### src/rtl/mem_arbiter.sv
// Round-robin arbiter sharing one 128-bit block memory port between the
// I-cache refill path and the D-cache refill/write-back path.
module mem_arbiter #(
  parameter int unsigned ADDR_W  = 28,
  parameter int unsigned BLOCK_W = 128,
  parameter int unsigned TIMEOUT = 64
) (
  input  logic               CLK,
  input  logic               RESET,
  input  logic               I_READ,
  input  logic [ADDR_W-1:0]  I_ADDR,
  output logic               I_BUSYWAIT,
  output logic [BLOCK_W-1:0] I_READDATA,
  input  logic               D_READ,
  input  logic               D_WRITE,
  input  logic [ADDR_W-1:0]  D_ADDR,
  input  logic [BLOCK_W-1:0] D_WRITEDATA,
  output logic               D_BUSYWAIT,
  output logic [BLOCK_W-1:0] D_READDATA,
  output logic               M_READ,
  output logic               M_WRITE,
  output logic [ADDR_W-1:0]  M_ADDR,
  output logic [BLOCK_W-1:0] M_WRITEDATA,
  input  logic [BLOCK_W-1:0] M_READDATA,
  input  logic               M_BUSYWAIT,
  output logic               ERROR
);

  localparam int unsigned      CNT_W   = $clog2(TIMEOUT + 1);
  localparam logic [CNT_W-1:0] CNT_MAX = CNT_W'(TIMEOUT);

  typedef enum logic [1:0] {IDLE, GRANT_I, GRANT_D, DONE} state_t;
  typedef enum logic {SIDE_I, SIDE_D} side_t;

  state_t             state_q, state_d;
  side_t              owner_q, owner_d;
  side_t              last_q, last_d;
  logic               error_q, error_d;
  logic [CNT_W-1:0]   cnt_q, cnt_d;
  logic [BLOCK_W-1:0] i_rdata_q, i_rdata_d;
  logic [BLOCK_W-1:0] d_rdata_q, d_rdata_d;
  logic               m_read_q, m_read_d;
  logic               m_write_q, m_write_d;
  logic [ADDR_W-1:0]  m_addr_q, m_addr_d;
  logic [BLOCK_W-1:0] m_wdata_q, m_wdata_d;

  logic i_req, d_req, pick_d;

  assign i_req  = I_READ;
  assign d_req  = D_READ | D_WRITE;
  // D wins when it is the only requester or when I was served last.
  assign pick_d = d_req & (~i_req | (last_q == SIDE_I));

  always_comb begin
    state_d   = state_q;
    owner_d   = owner_q;
    last_d    = last_q;
    error_d   = error_q;
    cnt_d     = cnt_q;
    i_rdata_d = i_rdata_q;
    d_rdata_d = d_rdata_q;
    m_read_d  = m_read_q;
    m_write_d = m_write_q;
    m_addr_d  = m_addr_q;
    m_wdata_d = m_wdata_q;

    unique case (state_q)
      IDLE: begin
        if (i_req || d_req) begin
          cnt_d = '0;
          if (pick_d) begin
            state_d   = GRANT_D;
            owner_d   = SIDE_D;
            last_d    = SIDE_D;
            m_addr_d  = D_ADDR;
            m_write_d = D_WRITE;
            m_read_d  = ~D_WRITE;
            m_wdata_d = D_WRITE ? D_WRITEDATA : '0;
          end else begin
            state_d   = GRANT_I;
            owner_d   = SIDE_I;
            last_d    = SIDE_I;
            m_addr_d  = I_ADDR;
            m_write_d = 1'b0;
            m_read_d  = 1'b1;
            m_wdata_d = '0;
          end
        end
      end

      GRANT_I, GRANT_D: begin
        if (cnt_q != CNT_MAX) cnt_d = cnt_q + 1'b1;
        if (cnt_q >= CNT_MAX - 1'b1) error_d = 1'b1;
        // cnt_q == 0 marks the first grant cycle, where BUSYWAIT is not yet meaningful.
        if ((cnt_q != '0) && !M_BUSYWAIT) begin
          state_d   = DONE;
          m_read_d  = 1'b0;
          m_write_d = 1'b0;
          if (m_read_q) begin
            if (owner_q == SIDE_I) i_rdata_d = M_READDATA;
            else                   d_rdata_d = M_READDATA;
          end
        end
      end

      DONE: state_d = IDLE;

      default: state_d = IDLE;
    endcase
  end

  always_ff @(posedge CLK or negedge RESET) begin
    if (!RESET) begin
      state_q   <= IDLE;
      owner_q   <= SIDE_D;
      last_q    <= SIDE_D;
      error_q   <= 1'b0;
      cnt_q     <= '0;
      i_rdata_q <= '0;
      d_rdata_q <= '0;
      m_read_q  <= 1'b0;
      m_write_q <= 1'b0;
      m_addr_q  <= '0;
      m_wdata_q <= '0;
    end else begin
      state_q   <= state_d;
      owner_q   <= owner_d;
      last_q    <= last_d;
      error_q   <= error_d;
      cnt_q     <= cnt_d;
      i_rdata_q <= i_rdata_d;
      d_rdata_q <= d_rdata_d;
      m_read_q  <= m_read_d;
      m_write_q <= m_write_d;
      m_addr_q  <= m_addr_d;
      m_wdata_q <= m_wdata_d;
    end
  end

  assign I_BUSYWAIT  = i_req & ~((state_q == DONE) && (owner_q == SIDE_I));
  assign D_BUSYWAIT  = d_req & ~((state_q == DONE) && (owner_q == SIDE_D));
  assign I_READDATA  = i_rdata_q;
  assign D_READDATA  = d_rdata_q;
  assign M_READ      = m_read_q;
  assign M_WRITE     = m_write_q;
  assign M_ADDR      = m_addr_q;
  assign M_WRITEDATA = m_wdata_q;
  assign ERROR       = error_q;

endmodule
### config.mk
export PLATFORM = sky130hd
export DESIGN_NAME = mem_arbiter
export DESIGN_NICKNAME = d
export VERILOG_FILES = /design/src/rtl/mem_arbiter.sv
export SDC_FILE = /design/constraint.sdc
export NUM_CORES = 1
export LEC_CHECK = 0
export ABC_AREA = 1
export CAP_MARGIN = 10
export CELL_PAD_IN_SITES_DETAIL_PLACEMENT = 1
export CELL_PAD_IN_SITES_GLOBAL_PLACEMENT = 1
export CORE_AREA = 2 2 289 291
export DETAILED_ROUTE_END_ITERATION = 7
export DIE_AREA = 0 0 291 293
export GPL_TIMING_DRIVEN = 0
export PLACE_DENSITY = 0.65
export SLEW_MARGIN = 20
export SYNTH_ARGS = -nofsm -noshare
export SYNTH_HDL_FRONTEND = slang
export SYNTH_SLANG_ARGS = --single-unit
### constraint.sdc
create_clock -name CLK -period 1.95 [get_ports CLK]
set_input_delay 0.585 -clock CLK [delete_from_list [all_inputs] [get_ports CLK]]
set_output_delay 0.585 -clock CLK [all_outputs]
set_load 0.01 [all_outputs]
==> results of run 1 <==
final timing paths:
check | to | slack, ns | startpoint | cells after the start
min reg2reg | I_READDATA[59] | 0.46 | I_READDATA[59] | 2
max in group asynchronous | M_ADDR[19] | 0.53 | RESET | 4
min | D_READDATA[113] | -0.06 | RESET | 1
max reg2reg | D_READDATA[95] | 0.07 | state_q[0] | 7
min in group CLK | I_READDATA[59] | 0.46 | I_READDATA[59] | 2
max | D_BUSYWAIT | -0.15 | state_q[1] | 3
layout make-up:
cell class,count,share of cell area
antenna,18,0.00159
buffer,167,0.0435
clock buffer,83,0.0560
clock inverter,12,0.00502
inverter,20,0.00282
multi-input combinational,1346,0.216
sequential,425,0.375
tap,1070,0.0471
timing repair buffer,751,0.253
sequential cells by signal, summed over array words and instances, names as in the netlist:
| register | cells |
|---|---|
| D_READDATA | 128 |
| ERROR | 1 |
| I_READDATA | 128 |
| M_ADDR | 28 |
| M_READ | 1 |
| M_WRITE | 1 |
| M_WRITEDATA | 128 |
| cnt_q | 7 |
| last_q | 1 |
| state_q | 2 |
kinds of logic (layout without fill, tap and decap cells):
group | after synthesis | after routing | synth area share
and+or+nand+nor | 1268 | 1268 | 0.315
AOI/OAI and AO/OA | 71 | 71 | 0.0205
other | 0 | 18 | 0
DFF | 425 | 425 | 0.599
xor gates and xnor gates | 2 | 2 | 0.000987
adders and majority gates | 5 | 5 | 0.00352
buffers and inverters | 187 | 1033 | 0.0605
metrics by stage:
step           hold WS [ns]  total power, W   util
5_1_grt             -0.0482          0.0502  0.347
3_5_place_dp          0.454          0.0392  0.325
6_report            -0.0605          0.0472  0.347
4_1_cts             -0.0572          0.0472  0.342
3_3_place_gp          0.442          0.0388  0.323
2_1_floorplan         0.289          0.0248      -
cell usage after synthesis (all sizes together) (2+ instances only):
cell	number	area share
nand2	826	0.17
clkbuf	31	0.0066
nand4	258	0.091
ha	5	0.0035
nand3	140	0.040
o21ai	67	0.019
inv	20	0.0044
nor2	42	0.0089
buf	136	0.050
xor2	2	0.00099
dfrtp	424	0.60
a21oi	2	0.00056
power groups by stage:
stage               Combinational (W)  Clock [W]  Sequential [W]
CTS                            0.0218     0.0103          0.0151
floorplan                     0.00797          0          0.0168
global placement               0.0236          0          0.0153
detailed placement             0.0239          0          0.0153
global route                   0.0239     0.0106          0.0156
finish                         0.0220     0.0100          0.0151
repair_timing:
action / in CTS / in global routing
buffers inserted: 3 / 5
endpoints found under the hold margin: 66 / 66
resized for setup: 535 / 75
pin swaps: 1 / 4
endpoints found under the setup margin: 752 / 404
gates cloned: 0 / 4
routing by layer:
| layer | wire, um | global-route usage | up-vias |
|---|---|---|---|
| met5 | 7 | 0 | - |
| met4 | 3740 | 0.0933 | 2 |
| met3 | 4200 | 0.0397 | 159 |
| met1 | 37900 | 0.253 | 8675 |
| li1 | - | - | 8181 |
| met2 | 41000 | 0.320 | 488 |
==> flow_summary.yaml, run 1 <==
global_route:
  antenna_found_initial: 19
  grt_overflow: 0
  grt_max_degree: 88
  grt_pass1_vias: 18500
  grt_pass1_wl_um: 126000
  grtUsageTotal: 0.198
floorplan:
  io_pins: 735
  die_y_um: 293
  die_w_um: 291
  initial_core_util: 0.217
  rows: 105
  die-area_sq_um: 85300
  coreArea_sq_um: 81800
outcome:
  status: "finished, violations left"
  failed_checks: "hold timing, setup timing"
power:
  switchingPower_w: 0.0201
  sw_frac_of_total: 0.426
  combPwrFrac: 0.467
  power.leakage_nw: 15.0
  p_clk_frac: 0.213
  ir_worst_vdd_mv: 0.793
  power.internal_w: 0.0271
  seq_power_share: 0.321
  p_per_area_nw_per_um2: 1660
cells_and_area:
  syn_to_final_growth_pct: 60.0
  layout_common_cells: "nand2_1, dfrtp_1, dlygate4sd2_1"
  finalNonFillerCells: 3892
  nets: 3088
  final_common_cell: "nand2_1"
  n_fill_cell: 9558
  multi_input_area_sq_um: 6150
  drive_gt1_frac: 0.111
  postLayoutCellArea_sq_um: 28400
  regArea_sq_um: 10600
logic_synthesis:
  async_flop_share: 1.00
  synth_edf_count: 0
  netlist_area_sq_um: 17800
  yosysWarningCount: 0
  synthFlopType: "dfrtp_1"
  synth_cells: 1958
  synth-seq-cells: 425
  synth_cell_types: 25
  post_synth.cell_area_avg_sq_um: 9.07
  syn-num-nets: 2281
  ys_seq_area_frac: 0.599
timing:
  timing.hold.ws_ns: -0.0605
  maxSlewHeadroom: 0.583
  tightest_slew_ns: 0.626
  setup_ws_ns: -0.152
  final_hold_viol_count: 30
  min_period_over_period: 1.08
  setup_viol: 2
  slew_violations: 0
  period_minus_slack_ns: 2.10
  skew_ns: 0.0155
  setup_tns_ns: -0.293
  rsz0062_at_grt: "yes"
  max_freq_ghz: 0.476
setup_path:
  worst-path-buf-inv: 1
  arrival_ns: 1.52
  startpoint_type: "register"
  worstPathMaxFanout: 3
  worst_setup_path_end_kind: "output port"
  slowest_delay_ns: 0.42
  critPathTopFamily: "flip-flops"
  cp_slowest_cell: "dfrtp_1"
  required_ns: 1.36
  crit_type: "register to output port"
  worstPathCellList: "ha_4, a21oi_4, buf_6"
route:
  viasPerCell: 4.50
  routedWlPerCell_um: 22.3
  first_pass_iters: 5
  drcViolationCount: 0
  num_vias: 17500
  drt_iter0_drc: 870
  antenna_left: 0
  wl_um: 86900
run:
  drv_cap: 0
placement:
  dpl.cell_count: 3767
  gp_congestion: 0.840
  port_buffers: 734
  dp_hpwl_um: 67200
  place_ws_ns: -1.02
  dpl_cell_area_sq_um: 26600
clock_tree:
  cts.sinks: 425
  cts_root_buffer: "clkbuf_16"
  cts_inserted_buffers: 54
  clk_latency_ns: 0.60
  htreeDepth: 2
  cts_tree: "yes"
  path_clk_slew_ns: 0.06
  clockBufferDepth: 3
min_path:
  hold_path.class: "input port to async pin"
Power figures use the tool's default switching activity.
==> run 2, diff against run 1 <==
==> constraint.sdc (replaced) <==
create_clock -name CLK -period 2.13 [get_ports CLK]
set_input_delay 0.639 -clock CLK [delete_from_list [all_inputs] [get_ports CLK]]
set_output_delay 0.639 -clock CLK [all_outputs]
set_load 0.01 [all_outputs]
==> run 2 against run 1 <==
The flow finishes with violations (setup timing). Clock power is 8% lower. Power is 10% lower. Via count hardly changed. Largest power group unchanged. Worst hold slack better by 0.52 ns. Clock skew is 0.0023 ns lower. Sequential cell count stayed put. Routed wire length hardly changed. Global-route usage hardly changed. Combinational power is 11% lower.
==> flow_summary.yaml, run 2 (synthesis results as in run 1) <==
outcome:
  status: "finished, violations left"
  failed_checks: "setup timing"
floorplan:
  rows: 105
  coreArea_sq_um: 81800
  die-area_sq_um: 85300
  die_y_um: 293
  io_pins: 735
  die_w_um: 291
  initial_core_util: 0.217
clock_tree:
  cts.sinks: 425
  clk_latency_ns: 0.60
  htreeDepth: 2
  path_clk_slew_ns: 0.06
  clockBufferDepth: 3
  cts_root_buffer: "clkbuf_16"
  cts_tree: "yes"
  cts_inserted_buffers: 54
timing:
  setup_tns_ns: -0.0527
  max_freq_ghz: 0.463
  setup_viol: 2
  tightest_slew_ns: 0.622
  rsz0062_at_grt: "yes"
  skew_ns: 0.0132
  setup_ws_ns: -0.0304
  period_minus_slack_ns: 2.16
  maxSlewHeadroom: 0.585
  min_period_over_period: 1.01
  slew_violations: 0
  final_hold_viol_count: 0
setup_path:
  cp_slowest_cell: "dfrtp_1"
  crit_type: "register to output port"
  worst-path-buf-inv: 1
  arrival_ns: 1.52
  required_ns: 1.49
  worstPathCellList: "ha_4, o21ai_4, buf_6"
  worstPathMaxFanout: 3
  startpoint_type: "register"
  slowest_delay_ns: 0.42
  worst_setup_path_end_kind: "output port"
  critPathTopFamily: "flip-flops"
cells_and_area:
  regArea_sq_um: 10600
  n_fill_cell: 9594
  layout_common_cells: "nand2_1, dfrtp_1, dlygate4sd2_1"
  final_core_util: 0.342
  nets: 3081
  syn_to_final_growth_pct: 57.9
  postLayoutCellArea_sq_um: 28000
  drive_gt1_frac: 0.0926
  multi_input_area_sq_um: 6080
  final_common_cell: "nand2_1"
global_route:
  grt_max_degree: 88
  grt_pass1_vias: 18400
  grt_pass1_wl_um: 126000
  grtUsageTotal: 0.198
  antenna_found_initial: 19
  grt_overflow: 0
route:
  routedWlPerCell_um: 22.4
  wl_um: 86800
  viasPerCell: 4.51
  antenna_left: 0
  drt_iter0_drc: 858
  first_pass_iters: 5
  num_vias: 17500
  drcViolationCount: 0
power:
  ir_worst_vdd_mv: 0.724
  p_per_area_nw_per_um2: 1520
  power.leakage_nw: 14.9
placement:
  gp_congestion: 0.840
  port_buffers: 734
  dp_hpwl_um: 67200
  dpl_cell_area_sq_um: 26600
  place_ws_ns: -0.845
min_path:
  hold_path.class: "register to register"
run:
  drv_cap: 0
run 2: cell types whose count changed in the layout (fill, tap and decap cells not counted), sizes merged:
| cell | before | now |
|---|---|---|
| clkbuf | 129 | 125 |
| inv | 20 | 21 |
| buf | 147 | 136 |
| dlygate4sd3 | 0 | 2 |
| dlygate4sd2 | 382 | 415 |
| clkdlybuf4s15 | 27 | 0 |
| diode | 18 | 17 |
| clkinv | 9 | 8 |
run 2: power by group:
| part | internal, W | switching (W) | leakage, nW | total, W |
|---|---|---|---|---|
| Sequential | 0.0117 | 0.00208 | 5.50 | 0.0138 |
| Combinational | 0.00709 | 0.0124 | 8.56 | 0.0195 |
| Clock | 0.00546 | 0.00372 | 0.855 | 0.00917 |
| Total | 0.0243 | 0.0182 | 14.9 | 0.0425 |
run 2: worst paths after layout:
check	from	slack [ns]	cells past startpoint	to
max in group asynchronous	RESET	0.19	4	M_ADDR[14]
min	I_READDATA[59]	0.46	2	I_READDATA[59]
min reg2reg	I_READDATA[59]	0.46	2	I_READDATA[59]
min in group asynchronous	RESET	0.58	2	I_READDATA[110]
max	state_q[1]	-0.03	3	I_BUSYWAIT
max reg2reg	state_q[0]	0.01	7	M_WRITEDATA[127]
run 2: metal layers:
layer / up-vias / routed length [um] / GRT usage
li1: 8163 / - / -
met1: 8669 / 37800 / 0.255
met2: 496 / 40900 / 0.319
met3: 170 / 4050 / 0.0379
met4: 2 / 4030 / 0.0952
met5: - / 7 / 0
run 2: layout make-up:
class                           instances  share of cell area
Antenna cell                           17             0.00152
Buffer                                167              0.0386
Clock buffer                           83              0.0568
Clock inverter                         12             0.00509
Inverter                               20             0.00277
Multi-Input combinational cell       1346               0.217
Sequential cell                       425               0.380
Tap cell                             1070              0.0478
Timing Repair Buffer                  744               0.251
run 2: per-stage QoR:
step                hold slack (ns)  power (W)  cells
global route                  0.483     0.0452   3881
floorplan                     0.343     0.0227   1958
CTS                           0.467     0.0429   3865
detailed placement            0.454     0.0359   3767
finish                        0.462     0.0425   3884
global placement              0.442     0.0356   3762
run 2: timing repair:
item | 4_1_cts | 5_1_grt
gates resized for setup | 453 | 40
hold buffers | 2 | 0
cloned | 0 | 1
pin swaps | 1 | 1
setup endpoints to repair | 638 | 257
buffers inserted | 1 | 1
endpoints found under the hold margin | 4 | 0
run 2: tightest hold or removal path: stages (launching register included):
cell	delay [ns]
dfrtp_1	0.33
nand2_1	0.05
nand2_1	0.04
==> run 3, diff against run 2 <==
--- a/config.mk
+++ b/config.mk
@@ -14,6 +14,7 @@
 export DIE_AREA = 0 0 291 293
 export GPL_TIMING_DRIVEN = 0
 export PLACE_DENSITY = 0.65
+export RECOVER_POWER = 100
 export SLEW_MARGIN = 20
 export SYNTH_ARGS = -nofsm -noshare
 export SYNTH_HDL_FRONTEND = slang
==> run 3 against run 2 <==
The flow still finishes with violations (setup timing). Die area did not move. Maximum frequency about the same. Utilization down 0.086 points. Sequential power about the same. Register-to-register slack barely moved. Combinational power barely moved. Largest power group unchanged.
==> flow_summary.yaml, run 3 (synthesis results as in run 1) <==
route:
  wl_um: 86800
  routedWlPerCell_um: 22.4
  drt_iter0_drc: 839
  viasPerCell: 4.51
  antenna_left: 0
  num_vias: 17500
  first_pass_iters: 5
  drcViolationCount: 0
run:
  drv_cap: 0
clock_tree:
  cts_tree: "yes"
  cts.sinks: 425
  clk_latency_ns: 0.60
  cts_root_buffer: "clkbuf_16"
  htreeDepth: 2
  path_clk_slew_ns: 0.06
  clockBufferDepth: 3
  cts_inserted_buffers: 54
setup_path:
  r2r_start: "state_q[0]"
  endpoint: "I_BUSYWAIT"
  worst_setup_path_end_kind: "output port"
  cp.depth: 3
  worstPathCellList: "ha_4, o21ai_4, buf_6"
  crit_type: "register to output port"
  cp_slowest_cell: "dfrtp_1"
  regToRegSetupSlack_ns: 0.01
  required_ns: 1.49
  worstPathMaxFanout: 3
  worst-path-buf-inv: 1
  startpoint: "state_q[1]"
  startpoint_type: "register"
  worstRegToRegCells: 7
  arrival_ns: 1.52
  critPathTopFamily: "flip-flops"
  rr_endpoint: "I_READDATA[27]"
  slowest_delay_ns: 0.42
floorplan:
  die_y_um: 293
  initial_core_util: 0.217
  die-area_sq_um: 85300
  die_w_um: 291
  io_pins: 735
  rows: 105
  coreArea_sq_um: 81800
timing:
  slew_violations: 0
  timing.hold.ws_ns: 0.462
  setup_viol: 2
  min_period_over_period: 1.01
  tightest_slew_ns: 0.969
  final_hold_viol_count: 0
  skew_ns: 0.0161
  setup_ws_ns: -0.0295
  period_minus_slack_ns: 2.16
  rsz0062_at_grt: "yes"
  maxSlewHeadroom: 0.354
  max_freq_ghz: 0.463
placement:
  dpl_cell_area_sq_um: 26600
  port_buffers: 734
  dpl.cell_count: 3767
  gp_congestion: 0.840
  dp_hpwl_um: 67200
power:
  p_per_area_nw_per_um2: 1520
  ir_worst_vdd_mv: 0.725
  power.leakage_nw: 14.9
global_route:
  grt_pass1_vias: 18400
  grt_max_degree: 88
  grt_pass1_wl_um: 126000
  grtUsageTotal: 0.198
  grt_overflow: 0
  antenna_found_initial: 18
cells_and_area:
  final_common_cell: "nand2_1"
  finalNonFillerCells: 3883
  layout_common_cells: "nand2_1, dfrtp_1, dlygate4sd2_1"
  syn_to_final_growth_pct: 57.5
  drive_gt1_frac: 0.0915
  postLayoutCellArea_sq_um: 28000
  nets: 3081
outcome:
  failed_checks: "setup timing"
  status: "finished, violations left"
min_path:
  hold_path.class: "register to register"
## run 3: changes by cell type in the layout (fill, tap and decap cells not counted), sizes merged
cell / before / now
diode: 17 / 16
buf: 136 / 128
clkbuf: 125 / 133
## run 3: worst min path at each step
stage	from	endpoint	cells past startpoint
6_report	D_READDATA[110]	D_READDATA[110]	2
5_1_grt	I_READDATA[0]	I_READDATA[0]	2
4_1_cts	D_READDATA[89]	D_READDATA[89]	2
3_5_place_dp	ERROR	ERROR	1
3_3_place_gp	ERROR	ERROR	1
2_1_floorplan	RESET	D_READDATA[0]	0
## run 3: report_power, final
group | total (W) | internal (W) | switching [W]
registers | 0.0138 | 0.0117 | 0.00208
logic | 0.0194 | 0.00702 | 0.0124
clock network | 0.00918 | 0.00546 | 0.00372
total | 0.0424 | 0.0242 | 0.0182
## run 3: layer usage
metal / track usage / share of wire
met5: 0 / 0.000081
met4: 0.0952 / 0.047
met3: 0.0379 / 0.046
met2: 0.319 / 0.47
met1: 0.255 / 0.44
## run 3: final cells by class
| type | instances | area (sq um) |
|---|---|---|
| Fill cell | 9604 | 53900 |
| Multi-Input combinational cell | 1346 | 6080 |
| Inverter | 20 | 77.6 |
| Sequential cell | 425 | 10600 |
| Clock inverter | 12 | 143 |
| Buffer | 167 | 1060 |
| Tap cell | 1070 | 1340 |
| Timing Repair Buffer | 744 | 7000 |
| Clock buffer | 83 | 1590 |
| Antenna cell | 16 | 40.0 |
## run 3: timing repair
item                                    4_1_cts  5_1_grt
endpoints found under the setup margin      638      257
cloned                                        0        1
gates resized for setup                     453       40
pin swaps                                     1        1
setup buffers                                 1        1
endpoints found under the hold margin         4        0
hold buffers                                  2        0
## run 3: worst register-to-register path, stage by stage (launching register included)
cell	delay [ns]
dfrtp_1	0.41
inv_1	0.10
ha_2	0.42
buf_6	0.21
buf_4	0.31
clkbuf_2	0.29
nand4_1	0.19
nand2_1	0.11
## run 3: through the flow
step	setup TNS [ns]	utilization	worst slack (ns)	power, W
global route	-5.20	0.342	-0.0955	0.0452
global placement	-8693.58	0.323	-20.22	0.0356
CTS	-0.170	0.341	-0.0876	0.0429
floorplan	0	-	0.527	0.0227
finish	-0.0509	0.342	-0.0295	0.0424
detailed placement	-160.37	0.325	-0.845	0.0359
